### config.mk
export PLATFORM = sky130hd
export DESIGN_NAME = dual_req_arbiter
export DESIGN_NICKNAME = d
export VERILOG_FILES = /design/src/rtl/arb_pkg.sv /design/src/rtl/arb_wait_cnt.sv /design/src/rtl/dual_req_arbiter.sv
export SDC_FILE = /design/constraint.sdc
export NUM_CORES = 1
export LEC_CHECK = 0
export CAP_MARGIN = 15
export CORE_ASPECT_RATIO = 0.6
export CORE_MARGIN = 1
export CORE_UTILIZATION = 55
export CTS_CLUSTER_SIZE = 14
export DETAILED_ROUTE_END_ITERATION = 10
export MAX_ROUTING_LAYER = met4
export PLACE_DENSITY = 0.89
export SLEW_MARGIN = 20
export SYNTH_ARGS = -nofsm -noshare
export SYNTH_HDL_FRONTEND = slang
export SYNTH_HIERARCHICAL = 1
export SYNTH_SLANG_ARGS = --single-unit
### constraint.sdc
create_clock -name clk -period 3.9 [get_ports clk]
set_input_delay 0.39 -clock clk [delete_from_list [all_inputs] [get_ports clk]]
set_output_delay 0.39 -clock clk [all_outputs]
set_load 0.01 [all_outputs]
### src/rtl/arb_pkg.sv
// rtl/arb_pkg.sv - shared types and defaults for the dual-requester arbiter
package arb_pkg;

    localparam int ARB_CNT_W_DEF    = 8;
    localparam int ARB_HOLD_MAX_DEF = 16;

    typedef enum logic [1:0] {
        IDLE = 2'd0,
        GNT1 = 2'd1,
        GNT2 = 2'd2
    } arb_state_e;

    typedef enum logic {
        LAST_1 = 1'b0,
        LAST_2 = 1'b1
    } arb_last_e;

endpackage

### src/rtl/arb_wait_cnt.sv
// rtl/arb_wait_cnt.sv - saturating per-requester wait counter with capture on grant entry
module arb_wait_cnt
    import arb_pkg::*;
#(
    parameter int CNT_W = ARB_CNT_W_DEF
) (
    input  logic             clk,
    input  logic             rst_n,
    input  logic             req_i,
    input  logic             gnt_i,
    input  logic             load_i,
    output logic [CNT_W-1:0] wait_o
);

    localparam logic [CNT_W-1:0] CNT_MAX = '1;
    localparam logic [CNT_W-1:0] CNT_ONE = CNT_W'(1);

    logic [CNT_W-1:0] cnt_q, cnt_d, cnt_inc;
    logic [CNT_W-1:0] wait_q, wait_d;
    logic             waiting;

    assign waiting = req_i && !gnt_i;

    // The entry cycle itself is a waiting cycle, so the captured value includes it.
    always_comb begin
        cnt_inc = cnt_q;
        if (waiting && (cnt_q != CNT_MAX)) begin
            cnt_inc = cnt_q + CNT_ONE;
        end
        wait_d = load_i ? cnt_inc : wait_q;
        cnt_d  = (load_i || !waiting) ? '0 : cnt_inc;
    end

    always_ff @(posedge clk or negedge rst_n) begin
        if (!rst_n) begin
            cnt_q  <= '0;
            wait_q <= '0;
        end else begin
            cnt_q  <= cnt_d;
            wait_q <= wait_d;
        end
    end

    assign wait_o = wait_q;

endmodule

### src/rtl/dual_req_arbiter.sv
// rtl/dual_req_arbiter.sv - two-requester last-served arbiter with wait reporting
// Optional hold watchdog enabled by ARB_TIMEOUT_EN.
module dual_req_arbiter
    import arb_pkg::*;
#(
    parameter int CNT_W    = ARB_CNT_W_DEF,
    parameter int HOLD_MAX = ARB_HOLD_MAX_DEF
) (
    input  logic             clk,
    input  logic             rst_n,
    input  logic             req1,
    input  logic             req2,
    input  logic             done1,
    input  logic             done2,
    output logic             gnt1,
    output logic             gnt2,
    output logic             busy,
    output logic [CNT_W-1:0] wait1,
    output logic [CNT_W-1:0] wait2,
    output logic             timeout
);

    if (CNT_W < 1) begin : g_cnt_w_chk
        $error("CNT_W must be at least 1");
    end
    if (HOLD_MAX < 1) begin : g_hold_chk
        $error("HOLD_MAX must be at least 1");
    end

    arb_state_e state_q, state_d;
    arb_last_e  last_q, last_d;
    logic       enter1, enter2;
    logic       expire;

`ifdef ARB_TIMEOUT_EN
    localparam int HOLD_W = $clog2(HOLD_MAX + 1);

    logic [HOLD_W-1:0] hold_q, hold_d;
    logic              timeout_q, timeout_d;

    assign expire = (hold_q == HOLD_W'(HOLD_MAX));
`else
    assign expire = 1'b0;
`endif

    always_ff @(posedge clk or negedge rst_n) begin
        if (!rst_n) begin
            state_q   <= IDLE;
            last_q    <= LAST_2;
`ifdef ARB_TIMEOUT_EN
            hold_q    <= '0;
            timeout_q <= 1'b0;
`endif
        end else begin
            state_q   <= state_d;
            last_q    <= last_d;
`ifdef ARB_TIMEOUT_EN
            hold_q    <= hold_d;
            timeout_q <= timeout_d;
`endif
        end
    end

    // Release on done, dropped request or watchdog; hand straight over if the other side waits.
    always_comb begin
        state_d = state_q;
        unique case (state_q)
            IDLE: begin
                if (req1 && (!req2 || (last_q == LAST_2))) begin
                    state_d = GNT1;
                end else if (req2) begin
                    state_d = GNT2;
                end
            end
            GNT1: begin
                if (done1 || !req1 || expire) begin
                    state_d = req2 ? GNT2 : IDLE;
                end
            end
            GNT2: begin
                if (done2 || !req2 || expire) begin
                    state_d = req1 ? GNT1 : IDLE;
                end
            end
            default: state_d = IDLE;
        endcase

        enter1 = (state_d == GNT1) && (state_q != GNT1);
        enter2 = (state_d == GNT2) && (state_q != GNT2);

        last_d = last_q;
        if (enter1) begin
            last_d = LAST_1;
        end else if (enter2) begin
            last_d = LAST_2;
        end

`ifdef ARB_TIMEOUT_EN
        // Only a release caused purely by the watchdog counts as a timeout.
        timeout_d = expire && (((state_q == GNT1) && req1 && !done1) ||
                               ((state_q == GNT2) && req2 && !done2));
        if (state_d == IDLE) begin
            hold_d = '0;
        end else if (state_d != state_q) begin
            hold_d = HOLD_W'(1);
        end else begin
            hold_d = hold_q + HOLD_W'(1);
        end
`endif
    end

    always_comb begin
        gnt1 = (state_q == GNT1);
        gnt2 = (state_q == GNT2);
        busy = gnt1 || gnt2;
`ifdef ARB_TIMEOUT_EN
        timeout = timeout_q;
`else
        timeout = 1'b0;
`endif
    end

    arb_wait_cnt #(.CNT_W(CNT_W)) u_wait1 (
        .clk    (clk),
        .rst_n  (rst_n),
        .req_i  (req1),
        .gnt_i  (gnt1),
        .load_i (enter1),
        .wait_o (wait1)
    );

    arb_wait_cnt #(.CNT_W(CNT_W)) u_wait2 (
        .clk    (clk),
        .rst_n  (rst_n),
        .req_i  (req2),
        .gnt_i  (gnt2),
        .load_i (enter2),
        .wait_o (wait2)
    );

endmodule
## Word-level counts from Yosys, hierarchy flattened

Cells that the tools add are included.

| storage, ports and cells | value |
|---|---|
| logic and storage cells | 50 |
| register bits after elaboration | 35 |
| input port bits | 6 |
| output and inout bits | 20 |

| operators by class | value |
|---|---|
| add/sub/neg operators | 2 |
| equal/unequal tests | 8 |
| muxes and demuxes | 13 |
| reduce and logical (&&, ||, !) cells | 21 |

Operator list:

| kind | number |
|---|---|
| 8-bit 2-to-1 mux | 4 |
| 8-bit by 1-bit adder with 8-bit output (second input constant) | 2 |
| 8-bit != test (second input constant) | 2 |
| 2-bit 2-to-1 mux | 5 |
| 1-bit logical AND | 7 |
| 1-bit zero test | 6 |
| 1-bit logical OR | 6 |
| 2-bit case mux with 3 select lines | 1 |
| 2-bit by 1-bit equality test with 1-bit output (second input constant) | 2 |
| 2-bit equality test (second input constant) | 2 |
| 1-bit 2-to-1 mux | 3 |
| 2-bit zero test | 1 |
| 2-bit by 1-bit != test with 1-bit output (second input constant) | 1 |
| 2-bit != test (second input constant) | 1 |
| 2-bit nonzero test | 1 |

## Depth between registers and ports, before layout

Gate-level depths: netlist of the first run.

| logic depth | value |
|---|---|
| depth in word-level cells | 9 |
| depth in mapped cells | 10 |
| mapped depth without buffers | 8 |

## By module

The synthesis of the first run kept the hierarchy.

By module, submodules not included:

| module | seq. area each (um^2) | times used | cells each | area an instance (um^2) |
|---|---|---|---|---|
| arb_wait_cnt | 400.4 | 2 | 71 | 769.5 |
| dual_req_arbiter | 76.3 | 1 | 36 | 321.6 |

## Worst setup path before layout of the first run

Ideal clock, no wire load.

| timing path | value |
|---|---|
| path kind | flip-flop to flip-flop |
| start | register state_q[1] |
| end | register u_wait2.cnt_q[0] |
| arrival | 1.849 ns |
| setup slack | 1.923 ns |
| buffers on the path | 2 |
| cell stages (with the launch flop) | 11 |
| clock period less this slack | 1.977 ns |
| required time | 3.772 ns |
| cells stage by stage | dfrtp_1 -> inv_1 -> ha_1 -> nand2_1 -> nor2_1 -> or3_1 -> nor2_1 -> clkbuf_2 -> nand2b_1 -> clkbuf_1 -> nor2_1 |

| on the way | value |
|---|---|
| elaborated cells on any way between the ends | 18 |
| those cells by class | eq/ne (4); mux (7); reduce/logical (7) |

RTL lines:

| what | RTL line | RTL |
|---|---|---|
| start, declared | dual_req_arbiter.sv:30 | `arb_state_e state_q, state_d;` |
| start signal, assigned | dual_req_arbiter.sv:55 | `state_q <= state_d;` |
| 2-bit by 1-bit equality test with 1-bit output | n/a |  |
| named net gnt1 | dual_req_arbiter.sv:15 | `output logic gnt1,` |
| 2-bit case mux with 3 select lines | dual_req_arbiter.sv:67 | `unique case (state_q)` |
| 2-bit equality test | dual_req_arbiter.sv:89 | `enter2 = (state_d == GNT2) && (state_q != GNT2);` |
| 1-bit logical AND | dual_req_arbiter.sv:89 |  |
| named net enter2 | dual_req_arbiter.sv:32 | `logic enter1, enter2;` |
| 1-bit logical OR | arb_wait_cnt.sv:31 | `cnt_d = (load_i \|\| !waiting) ? '0 : cnt_inc;` |
| 8-bit 2-to-1 mux | arb_wait_cnt.sv:31 |  |
| named net u_wait2.cnt_d[0] | arb_wait_cnt.sv:18 | `logic [CNT_W-1:0] cnt_q, cnt_d, cnt_inc;` |
| end signal, assigned | arb_wait_cnt.sv:39 | `cnt_q <= cnt_d;` |
| end, declared | arb_wait_cnt.sv:18 |  |

The timed path passes the listed nets, and every way through them passes these cells.
A chain may end at the register's enable or synchronous reset.

## Worst setup path in the final report of the first run

| timing path | value |
|---|---|
| start | input req2 |
| end | register u_wait1.cnt_q[1] |

| on the way | value |
|---|---|
| word-level cells in the longest chain between the ends | 9 |
| elaborated cells on any way between the ends | 14 |
| those cells by class | eq/ne (1); mux (7); reduce/logical (6) |

Ends and longest elaborated chain:

| what | RTL line | RTL |
|---|---|---|
| start, declared | dual_req_arbiter.sv:12 | `input logic req2,` |
| 1-bit zero test | dual_req_arbiter.sv:69, dual_req_arbiter.sv:81 |  |
| 1-bit logical OR | dual_req_arbiter.sv:69 | `if (req1 && (!req2 \|\| (last_q == LAST_2))) begin` |
| 1-bit logical AND | dual_req_arbiter.sv:69 |  |
| 2-bit 2-to-1 mux | dual_req_arbiter.sv:69 |  |
| 2-bit case mux with 3 select lines (*) | dual_req_arbiter.sv:67 |  |
| 2-bit by 1-bit equality test with 1-bit output (*) | dual_req_arbiter.sv:88 | `enter1 = (state_d == GNT1) && (state_q != GNT1);` |
| 1-bit logical AND (*) | dual_req_arbiter.sv:88 |  |
| named net enter1 | dual_req_arbiter.sv:32 |  |
| 1-bit logical OR (*) | arb_wait_cnt.sv:31 |  |
| 8-bit 2-to-1 mux (*) | arb_wait_cnt.sv:31 |  |
| named net u_wait1.cnt_d[1] | arb_wait_cnt.sv:18 |  |
| end signal, assigned | arb_wait_cnt.sv:39 |  |
| end, declared | arb_wait_cnt.sv:18 |  |

Mark *: on every way through the listed nets, which the timed path passes. The rest lies on a longest branch.

==> out/results.md, run 1 <==
| Stage | Parameter | This run |
| --- | --- | --- |
| routing | DRT Wirelength | 4131 µm |
| yosys | Cells after synthesis | 178 |
| placement | DPL Wire Length | 2964 µm |
| sta | Post-layout worst setup margin | 1.644 ns |
| yosys | Number of different library cells in the post-synthesis netlist | 37 |
| final layout | Antenna diodes | 0 |
| routing | Drt pass-1 iters | 6 |
| routing | Total via count in the routed design | 1428 |
| cts | Gates resized, CTS repair | 0 |
| critical path | Setup Crit Path Kind | in -> reg |
| placement | Total placed instance area | 2126 µm² |
| critical path | Critical path peak fanout | 16 |
| critical path | Setup crit start kind | input pin |
| final layout | Area delta synth->final | 19.97% |
| floorplan | Area of the core | 3040 µm² |
| cts | CTS tree | yes |
| final layout | Number of nets in the layout | 217 |
| routing | Via/cell ratio | 5.781 |
| cts | Clock latency on the worst-skew pair | 0.29 ns |
| final layout | Share of final-layout standard cells stronger than drive strength 1 | 15.12% |
| placement | Quantity of I/O buffers inserted on ports | 24 |
| routing | Initial DRC Count | 89 |
| yosys | Post-Synthesis Mean Instance Area | 10.45 µm² |
| critical path | Peak per-stage delay on the critical path | 0.59 ns |
| global routing | Pin count of the biggest net entering global routing | 36 |
| cts | Root cell of the clock tree | sky130_fd_sc_hd__clkbuf_8 |
| sta | Layout Skew | 0.004972 ns |
| floorplan | DIE AREA | 3627 µm² |
| final layout | Cell area after layout | 2232 µm² |
| sta | FMAX | 0.4433 GHz |
| critical path | Master of the slowest instance on the critical path | sky130_fd_sc_hd__clkdlybuf4s50_1 |
| yosys | Yosys synthesis warning count | 6 |
| floorplan | Number of core rows | 15 |
| cts | Total clock sinks | 35 |
| routing | WL per Instance | 16.72 µm |
| power | Pwr Total | 1.495 mW |
| sta | Final critical delay including setup and external delays | 2.256 ns |
| floorplan | Die span in y | 47.05 µm |
| yosys | Share of flip-flops with an asynchronous set or reset after synthesis | 100.0% |
| yosys | Top cell type's share of synthesized area | 45.73% |
| routing | Remaining design rule violation count | 0 |
| placement | Worst setup timing slack at the placement stage | 1.370 ns |
| yosys | Post-synthesis register bit count | 35 |
| critical path | Worst r2r path cells | 9 |
| cts | Setup Fix Bufs, Post-CTS | 0 |
| critical path | Required arrival time at the worst endpoint | 4.12 ns |
| power | PD cells | 669.9 nW/µm² |
| global routing | Vias in the first global route | 1393 |
| placement | Routability congestion estimate | 0.9014 |
| power | Peak supply drop | 409.6 µV |
| sta | Ratio of final minimum period to clock period | 57.85% |
| sta | Final Hold Violating Endpoints | 0 |
| cts | Number of buffers on the longest clock path | 2 |
| sta | Final Setup Violations | 0 |
| yosys | Post-synth top area cell | sky130_fd_sc_hd__dfrtp_1 |
| yosys | Post-synthesis instance area | 1861 µm² |
| power | Leakage power figure | 0.9862 nW |
| global routing | Overall track demand over capacity in global routing | 26.08% |
| yosys | Synthesized net count | 190 |
| cts | Clock transition at the registers of the reported paths | 0.07 ns |
| yosys | Most used flip-flop cell after synthesis | sky130_fd_sc_hd__dfrtp_1 |
| yosys | Number of enable-type register cells in the synthesized netlist | 0 |
| run status | Status | completed |
| sta | Fin. max-slew vios | 0 |
| cts | Number of CTS-inserted buffers | 5 |
| sta | Setup TNS Final | 0 ns |
| sta | RSZ-0062 raised after global routing | false |
| yosys | Ranking of synthesized cells by area | sky130_fd_sc_hd__dfrtp_1, sky130_fd_sc_hd__nor2_1, sky130_fd_sc_hd__mux2i_1 |
| floorplan | IO Count | 26 |
| global routing | Antenna violations before repair | 0 |
| yosys | Sequential share of the synthesized area | 47.14% |
| hold path | Worst hold path type | in -> async |
| routing | Number of routed nets with antenna violations | 0 |
| run | Count of maximum capacitance violations | 0 |
| cts | CTS HTree Levels | 2 |
| cts | Number of buffers added to fix hold violations after cts | 0 |
| global routing | Overall overflow remaining after global route | 0 |
| global routing | Wire length of the first global-routing pass | 6603 µm |
| critical path | CP Data Arrival Time | 2.47 ns |
| critical path | Cell-by-cell trace of the critical path | clkdlybuf4s50_1, nor2b_4, mux2_4, a211oi_2, nor4_2, buf_4, nand2b_1, nor2_1 |
| floorplan | Initial core utilization | 61.19% |
| floorplan | Horiz. Die Dim | 77.09 µm |
| critical path | Endpoint kind of the worst setup timing path | register |
## power breakdown
group / internal, mW / leakage [nW] / switching (mW)
logic: 0.303 / 0.480 / 0.342
clock network: 0.187 / 0.0502 / 0.125
registers: 0.463 / 0.456 / 0.0742
## layer usage
metal	vias to the layer above	global-route usage, %	wire, µm	share of wire, %
met2	67	43.75	1952	47
met4	0	11.70	72	1.7
met1	697	30.73	1782	43
li1	654	-	-	-
met3	10	6.990	323	7.8
met5	-	-	0	0
## area by class of cell
| type | instances | area (µm²) |
|---|---|---|
| inverters | 8 | 30.03 |
| fillers | 199 | 808.3 |
| multi-input cells | 128 | 903.4 |
| clock inverters | 2 | 37.54 |
| repair buffers | 27 | 262.8 |
| well taps | 42 | 52.55 |
| flip-flops and latches | 35 | 877.1 |
| clock buffers | 5 | 68.82 |
## synth_stat cells (2+ instances only)
master and count:
sky130_fd_sc_hd__ha_1 6, sky130_fd_sc_hd__inv_1 8, sky130_fd_sc_hd__clkbuf_1 2, sky130_fd_sc_hd__mux2i_1 11
sky130_fd_sc_hd__and3_1 2, sky130_fd_sc_hd__nand2_1 7, sky130_fd_sc_hd__nand4_4 2, sky130_fd_sc_hd__clkbuf_2 2
sky130_fd_sc_hd__nor2_1 31, sky130_fd_sc_hd__nand3_1 7, sky130_fd_sc_hd__and2b_2 2, sky130_fd_sc_hd__and3_2 2
sky130_fd_sc_hd__xor2_1 10, sky130_fd_sc_hd__and2_2 2, sky130_fd_sc_hd__dlymetal6s2s_1 2, sky130_fd_sc_hd__nor3_1 2
sky130_fd_sc_hd__nand3b_1 2, sky130_fd_sc_hd__o2111ai_2 2, sky130_fd_sc_hd__o21ai_2 2, sky130_fd_sc_hd__o211ai_1 6
sky130_fd_sc_hd__dfrtp_1 34, sky130_fd_sc_hd__nand2b_1 7, sky130_fd_sc_hd__nor3b_2 2, sky130_fd_sc_hd__a21oi_1 12
## per-stage QoR
stage	util (%)	cells	hold WS, ns
finish	73.42	247	0.5025
global route	73.42	247	0.5502
CTS	73.42	247	0.5056
detailed placement	69.92	240	0.5166
global placement	69.92	240	0.5043
floorplan	-	178	0.09441
## cells in the final DEF, fill, tap and decap left out, types with 3 or more instances in the layout
cell type | Yosys | routed
sky130_fd_sc_hd__inv_1 | 8 | 8
sky130_fd_sc_hd__nand3_1 | 7 | 7
sky130_fd_sc_hd__nand2_1 | 7 | 7
sky130_fd_sc_hd__mux2i_1 | 11 | 11
sky130_fd_sc_hd__a21oi_1 | 12 | 12
sky130_fd_sc_hd__nand2b_1 | 7 | 7
sky130_fd_sc_hd__clkbuf_8 | 0 | 5
sky130_fd_sc_hd__buf_4 | 1 | 3
sky130_fd_sc_hd__o211ai_1 | 6 | 6
sky130_fd_sc_hd__xor2_1 | 10 | 10
sky130_fd_sc_hd__ha_1 | 6 | 6
sky130_fd_sc_hd__nor2_1 | 31 | 31
sky130_fd_sc_hd__dfrtp_1 | 34 | 34
sky130_fd_sc_hd__clkdlybuf4s50_1 | 0 | 24
## final timing paths
path | start | to | slack (ns)
min in group clk | u_wait2/wait_o[6] | u_wait2/wait_o[6] | 0.54
max in group asynchronous | rst_n | last_q | 3.06
max reg2reg | state_q[0] | u_wait2/cnt_q[7] | 1.68
max | req2 | u_wait1/cnt_q[1] | 1.64
min reg2reg | u_wait2/wait_o[6] | u_wait2/wait_o[6] | 0.54
min | rst_n | u_wait1/wait_o[1] | 0.50
## worst max-delay path, delay by kind of cell
family          cells  cell delay [ns]
buf+inv             2             0.79
simple gates        4             0.70
mux                 1             0.31
compound gates      1             0.28
## state kept, by name (all words and copies together) (netlist names)
register,count
state_q,2
u_wait1/wait_o,8
last_q,1
u_wait2/cnt_q,8
u_wait2/wait_o,8
u_wait1/cnt_q,8
## kinds of logic (layout without fill, tap and decap cells)
family | after synthesis | in the layout | share of synthesized area, %
XOR/XNOR | 10 | 10 | 4.707
other | 1 | 1 | 0.2016
AO/OA/AOI/OAI | 26 | 26 | 10.22
buffers and inverters | 15 | 42 | 4.304
flip-flops | 35 | 35 | 47.14
multiplexers | 12 | 12 | 6.725
AND/OR/NAND/NOR | 73 | 73 | 22.66
adder cells (fa/ha/maj) | 6 | 6 | 4.035
(Power assumes the default switching activity.)
==> run 2: changes to the inputs <==
--- a/config.mk
+++ b/config.mk
@@ -8,11 +8,11 @@
 export CAP_MARGIN = 15
 export CORE_ASPECT_RATIO = 0.6
 export CORE_MARGIN = 1
-export CORE_UTILIZATION = 55
+export CORE_UTILIZATION = 54
 export CTS_CLUSTER_SIZE = 14
 export DETAILED_ROUTE_END_ITERATION = 10
 export MAX_ROUTING_LAYER = met4
-export PLACE_DENSITY = 0.89
+export PLACE_DENSITY = 0.88
 export SLEW_MARGIN = 20
 export SYNTH_ARGS = -nofsm -noshare
 export SYNTH_HDL_FRONTEND = slang
==> constraint.sdc (replaced) <==
create_clock -name clk -period 2.1 [get_ports clk]
set_input_delay 0.21 -clock clk [delete_from_list [all_inputs] [get_ports clk]]
set_output_delay 0.21 -clock clk [all_outputs]
set_load 0.01 [all_outputs]
==> run 2 against run 1 <==
Net effect: sequential share of layout area is 0.56 points lower; die area up 1.8%; critical endpoint is now u_wait2/wait_o[7]; non-clock buffer count is 4 higher; combinational power grew 89%; highest routed layer unchanged; largest power group unchanged.
==> out/results.md, run 2 (synthesized netlist as in run 1, its figures left out) <==
| Stage | Parameter | This run |
| --- | --- | --- |
| placement | Routability congestion estimate | 0.9583 |
| critical path | Worst R2R Start | state_q[0] |
| critical path | CP Data Arrival Time | 2.22 ns |
| final layout | Share of final-layout standard cells stronger than drive strength 1 | 18.18% |
| global routing | Overall track demand over capacity in global routing | 23.18% |
| cts | Clock latency on the worst-skew pair | 0.28 ns |
| power | Part of the total power dissipated in sequential elements | 35.5% |
| run | Count of maximum capacitance violations | 0 |
| global routing | Pin count of the biggest net entering global routing | 36 |
| routing | Via/cell ratio | 5.472 |
| final layout | Area delta synth->final | 22.06% |
| sta | Fin. max-slew vios | 0 |
| critical path | Setup crit start kind | register |
| floorplan | Number of core rows | 16 |
| critical path | Critical path peak fanout | 14 |
| cts | CTS tree | yes |
| routing | Total via count in the routed design | 1390 |
| floorplan | DIE AREA | 3692 µm² |
| placement | DPL Wire Length | 2641 µm |
| hold path | Worst hold path type | in -> async |
| run status | Status | completed |
| sta | Layout Skew | 0.004140 ns |
| cts | CTS HTree Levels | 2 |
| floorplan | Die span in y | 47.47 µm |
| critical path | Required arrival time at the worst endpoint | 2.30 ns |
| final layout | Footprint of the multi-input gates | 905.9 µm² |
| global routing | Wire length of the first global-routing pass | 6092 µm |
| floorplan | Initial core utilization | 57.02% |
| power | PD cells | 1229 nW/µm² |
| sta | Ratio of final minimum period to clock period | 95.98% |
| floorplan | Horiz. Die Dim | 77.78 µm |
| critical path | Endpoint kind of the worst setup timing path | register |
| sta | FMAX | 0.4961 GHz |
| final layout | Register Area | 879.6 µm² |
| final layout | Number of filler cells placed in the layout | 250 |
| power | Design internal power | 1.803 mW |
| final layout | Antenna diodes | 0 |
| routing | WL per Instance | 14.84 µm |
| final layout | Most common cell after layout, fill and taps aside | sky130_fd_sc_hd__dfrtp_1 |
| sta | Final critical delay including setup and external delays | 2.016 ns |
| cts | Root cell of the clock tree | sky130_fd_sc_hd__clkbuf_8 |
| critical path | Setup Crit Path Kind | reg -> reg |
| power | Switch share | 35.42% |
| routing | DRT Wirelength | 3770 µm |
| global routing | Overall overflow remaining after global route | 0 |
| sta | Post-layout worst setup margin | 0.08433 ns |
| sta | Setup TNS Final | 0 ns |
| cts | Clock transition at the registers of the reported paths | 0.07 ns |
| floorplan | Area of the core | 3263 µm² |
| sta | Final Hold Violating Endpoints | 0 |
| power | Combinational group share of total power | 43.9% |
| global routing | Vias in the first global route | 1305 |
| cts | Number of CTS-inserted buffers | 5 |
| cts | Number of buffers added to fix hold violations after cts | 0 |
| placement | Quantity of I/O buffers inserted on ports | 24 |
| final layout | Commonest non-fill, non-tap cells in the layout | sky130_fd_sc_hd__dfrtp_1, sky130_fd_sc_hd__nor2_1, sky130_fd_sc_hd__clkdlybuf4s50_1 |
| floorplan | IO Count | 26 |
| routing | Number of routed nets with antenna violations | 0 |
| routing | Remaining design rule violation count | 0 |
| placement | Worst setup timing slack at the placement stage | 0.02207 ns |
| power | Share of power burned in the clock network | 20.6% |
| routing | Initial DRC Count | 81 |
| global routing | Antenna violations before repair | 0 |
| power | Leakage power figure | 1.003 nW |
| final layout | Number of nets in the layout | 221 |
| critical path | Setup crit start | state_q[0] |
| power | Peak supply drop | 881.8 µV |
| sta | Final Setup Violations | 0 |
| power | Switching Power | 0.9889 mW |
| routing | Drt pass-1 iters | 4 |
| cts | Total clock sinks | 35 |
| cts | Number of buffers on the longest clock path | 2 |
==> run 2: changes by cell type in the layout (fill, tap and decap cells not counted), sizes merged <==
| cell | delta |
|---|---|
| buf | +4 |
==> run 2: metal layers <==
metal	part of all wire [%]	GRT usage, %	vias to the layer above
met2	45	34.87	42
met3	5.4	5.143	3
met5	0	-	-
li1	-	-	671
met4	0.61	7.547	0
met1	49	31.75	674
==> run 2: final timing paths <==
path                                endpoint  slack [ns]  depth (start not counted)
min in group clk           u_wait2/wait_o[7]        0.52                          2
max in group asynchronous             last_q        1.43                          2
min reg2reg                u_wait2/wait_o[7]        0.52                          2
min                        u_wait1/wait_o[1]        0.33                          2
max                        u_wait2/wait_o[7]        0.08                          8
max reg2reg                u_wait2/wait_o[7]        0.08                          8
==> run 2: what timing repair did <==
item	CTS	global route
setup endpoints to repair	0	21
buffers inserted	0	0
gates resized for setup	0	3
==> run 2: cell type report <==
cell class	instances	area share, %
timing repair buffer	31	12.89
multi-input combinational	128	39.89
sequential	35	38.73
tap	45	2.479
clock buffer	5	3.030
clock inverter	2	1.653
inverter	8	1.322
==> run 2: critical path, stage by stage (launching register included) <==
cell	delay, ns
sky130_fd_sc_hd__dfrtp_2	0.41
sky130_fd_sc_hd__inv_1	0.08
sky130_fd_sc_hd__ha_1	0.25
sky130_fd_sc_hd__nand3b_1	0.09
sky130_fd_sc_hd__o21ai_1	0.10
sky130_fd_sc_hd__or3_1	0.38
sky130_fd_sc_hd__nor2_1	0.18
sky130_fd_sc_hd__buf_4	0.24
sky130_fd_sc_hd__mux2i_1	0.21
==> run 2: stage by stage <==
stage / std cells / power [mW] / area, µm² / hold WS, ns / utilization, %
after floorplan: 178 / 1.710 / 1861 / -0.08559 / -
after global placement: 247 / 2.138 / 2160 / 0.5066 / 66.18
after detailed placement: 247 / 2.189 / 2160 / 0.5156 / 66.18
after CTS: 254 / 2.795 / 2266 / 0.3394 / 69.44
after global routing: 254 / 2.989 / 2271 / 0.3795 / 69.59
final: 254 / 2.792 / 2271 / 0.3265 / 69.59
==> run 2: power groups by stage <==
stage | clock (mW) | sequential [mW] | combinational [mW]
floorplan | 0 | 1.03 | 0.680
global placement | 0 | 0.980 | 1.16
detailed placement | 0 | 0.994 | 1.20
CTS | 0.587 | 0.986 | 1.22
global route | 0.613 | 1.01 | 1.36
finish | 0.576 | 0.991 | 1.22
==> run 3: changes to the inputs <==
--- a/config.mk
+++ b/config.mk
@@ -13,6 +13,7 @@
 export DETAILED_ROUTE_END_ITERATION = 10
 export MAX_ROUTING_LAYER = met4
 export PLACE_DENSITY = 0.88
+export REMOVE_ABC_BUFFERS = 1
 export SLEW_MARGIN = 20
 export SYNTH_ARGS = -nofsm -noshare
 export SYNTH_HDL_FRONTEND = slang
==> run 3 against run 2 <==
Net effect: total power decreased by 2.8%; cell area decreased by 0.66%; first-iteration DRC count fell by 30%; global-route usage up 0.85 points; via count decreased by 0.65%; highest routed layer unchanged; worst hold slack got worse by 0.0038 ns.
==> out/results.md, run 3 (synthesized netlist as in run 1, its figures left out) <==
| Stage | Parameter | This run |
| --- | --- | --- |
| run status | Status | completed |
| critical path | Endpoint kind of the worst setup timing path | register |
| sta | RSZ-0062 raised after global routing | false |
| floorplan | DIE AREA | 3692 µm² |
| sta | Ratio of final minimum period to clock period | 93.18% |
| final layout | Antenna diodes | 0 |
| cts | CTS tree | yes |
| floorplan | Horiz. Die Dim | 77.78 µm |
| critical path | CP Data Arrival Time | 2.17 ns |
| routing | WL per Instance | 15.27 µm |
| sta | Final critical delay including setup and external delays | 1.957 ns |
| global routing | Overall track demand over capacity in global routing | 24.03% |
| run | Count of maximum capacitance violations | 0 |
| power | Leakage power figure | 0.9953 nW |
| cts | Total clock sinks | 35 |
| placement | DPL Wire Length | 2802 µm |
| routing | Initial DRC Count | 57 |
| routing | Remaining design rule violation count | 0 |
| final layout | Area delta synth->final | 21.25% |
| sta | Fin. max-slew vios | 0 |
| final layout | Number of nets in the layout | 221 |
| cts | Clock transition at the registers of the reported paths | 0.07 ns |
| global routing | Overall overflow remaining after global route | 0 |
| routing | Drt pass-1 iters | 4 |
| sta | Final Hold Violating Endpoints | 0 |
| final layout | Footprint of the multi-input gates | 908.4 µm² |
| floorplan | Initial core utilization | 57.02% |
| sta | FMAX | 0.5111 GHz |
| floorplan | Die span in y | 47.47 µm |
| sta | Layout Skew | 0.002970 ns |
| routing | Via/cell ratio | 5.416 |
| routing | DRT Wirelength | 3893 µm |
| final layout | Layout Cells excl Fill | 255 |
| final layout | Commonest non-fill, non-tap cells in the layout | sky130_fd_sc_hd__dfrtp_1, sky130_fd_sc_hd__nor2_1, sky130_fd_sc_hd__clkdlybuf4s50_1 |
| power | Pwr Total | 2.714 mW |
| floorplan | Number of core rows | 16 |
| routing | Number of routed nets with antenna violations | 0 |
| global routing | Vias in the first global route | 1350 |
| final layout | Share of final-layout standard cells stronger than drive strength 1 | 18.57% |
| cts | CTS HTree Levels | 2 |
| critical path | Setup Crit Path Kind | reg -> reg |
| cts | Clock latency on the worst-skew pair | 0.29 ns |
| placement | Quantity of I/O buffers inserted on ports | 24 |
| sta | Final Setup Violations | 0 |
| cts | Root cell of the clock tree | sky130_fd_sc_hd__clkbuf_8 |
| floorplan | IO Count | 26 |
| final layout | Number of filler cells placed in the layout | 238 |
| floorplan | Area of the core | 3263 µm² |
| power | Peak supply drop | 774.6 µV |
| hold path | Worst hold path type | in -> async |
| critical path | Setup crit start kind | register |
| global routing | Pin count of the biggest net entering global routing | 36 |
| final layout | Most common cell after layout, fill and taps aside | sky130_fd_sc_hd__dfrtp_1 |
| placement | Routability congestion estimate | 0.8819 |
| final layout | Register Area | 879.6 µm² |
| power | PD cells | 1203 nW/µm² |
| routing | Total via count in the routed design | 1381 |
| placement | Number of placed instances with taps included | 247 |
| critical path | Critical path peak fanout | 12 |
| cts | Number of CTS-inserted buffers | 5 |
| critical path | Required arrival time at the worst endpoint | 2.31 ns |
| global routing | Wire length of the first global-routing pass | 6175 µm |
| cts | Number of buffers on the longest clock path | 2 |
| global routing | Antenna violations before repair | 0 |
## run 3: cell count changes in the layout (fill, tap and decap cells not counted)
cell                        previous run  this run
sky130_fd_sc_hd__buf_4                 7         6
sky130_fd_sc_hd__buf_6                 0         1
sky130_fd_sc_hd__bufinv_16             1         0
sky130_fd_sc_hd__clkbuf_1              0         1
sky130_fd_sc_hd__clkinv_2              0         1
sky130_fd_sc_hd__nand2b_1              6         5
sky130_fd_sc_hd__nand2b_2              1         2
## run 3: worst max-delay path: stages (launching register included)
cell and delay (ns):
sky130_fd_sc_hd__dfrtp_2 0.46, sky130_fd_sc_hd__inv_1 0.10, sky130_fd_sc_hd__ha_1 0.23, sky130_fd_sc_hd__nand2_1 0.07, sky130_fd_sc_hd__o21ai_1 0.20, sky130_fd_sc_hd__a211oi_2 0.08
sky130_fd_sc_hd__nor4_2 0.26, sky130_fd_sc_hd__buf_4 0.25, sky130_fd_sc_hd__nor2_1 0.07, sky130_fd_sc_hd__a21oi_1 0.14
## run 3: power by group
part	internal, mW	total [mW]	switching [mW]
clock	0.231	0.477	0.246
sequential	0.863	0.986	0.124
combinational	0.617	1.25	0.634
## run 3: stage by stage
step	cell area, µm²	setup TNS (ns)	utilization (%)	hold WS (ns)	setup WS, ns
after floorplan	1810	-3.262	-	-0.08559	-0.2202
after global placement	2160	0	66.18	0.5037	0.09138
after detailed placement	2160	-0.1271	66.18	0.5096	-0.05226
after CTS	2245	0	68.79	0.3233	0.04543
after global routing	2256	0	69.13	0.3573	0.008627
final	2256	0	69.13	0.3228	0.1433
## run 3: worst paths after layout
kind / to / slack (ns) / cells past startpoint / startpoint
max: u_wait1/wait_o[5] / 0.14 / 9 / state_q[0]
min: u_wait2/wait_o[2] / 0.32 / 2 / rst_n
max reg2reg: u_wait1/wait_o[5] / 0.14 / 9 / state_q[0]
min reg2reg: last_q / 0.52 / 2 / last_q
max in group asynchronous: state_q[0] / 1.45 / 2 / rst_n
min in group clk: last_q / 0.52 / 2 / last_q
## run 3: final cells by class
| type | count | share of cell area [%] |
|---|---|---|
| multi-input cells | 128 | 40.27 |
| clock inverters | 2 | 0.5546 |
| inverters | 8 | 1.331 |
| flip-flops and latches | 35 | 38.99 |
| well taps | 45 | 2.496 |
| repair buffers | 31 | 13.14 |
| clock buffers | 6 | 3.217 |
## run 3: timing repair
| item | in CTS | in global routing |
|---|---|---|
| hold buffers | 0 | 0 |
| setup endpoints to repair | 0 | 26 |
| buffers inserted | 0 | 0 |
| gates resized for setup | 0 | 5 |
## run 3: routing by layer
| layer | wire, µm | share of wire [%] | GRT usage [%] | up-vias |
|---|---|---|---|---|
| met3 | 102 | 2.6 | 5.143 | 10 |
| met2 | 1881 | 48 | 39.65 | 24 |
| li1 | - | - | - | 661 |
| met1 | 1827 | 47 | 29.50 | 686 |
| met5 | 0 | 0 | - | - |
| met4 | 81 | 2.1 | 11.32 | 0 |
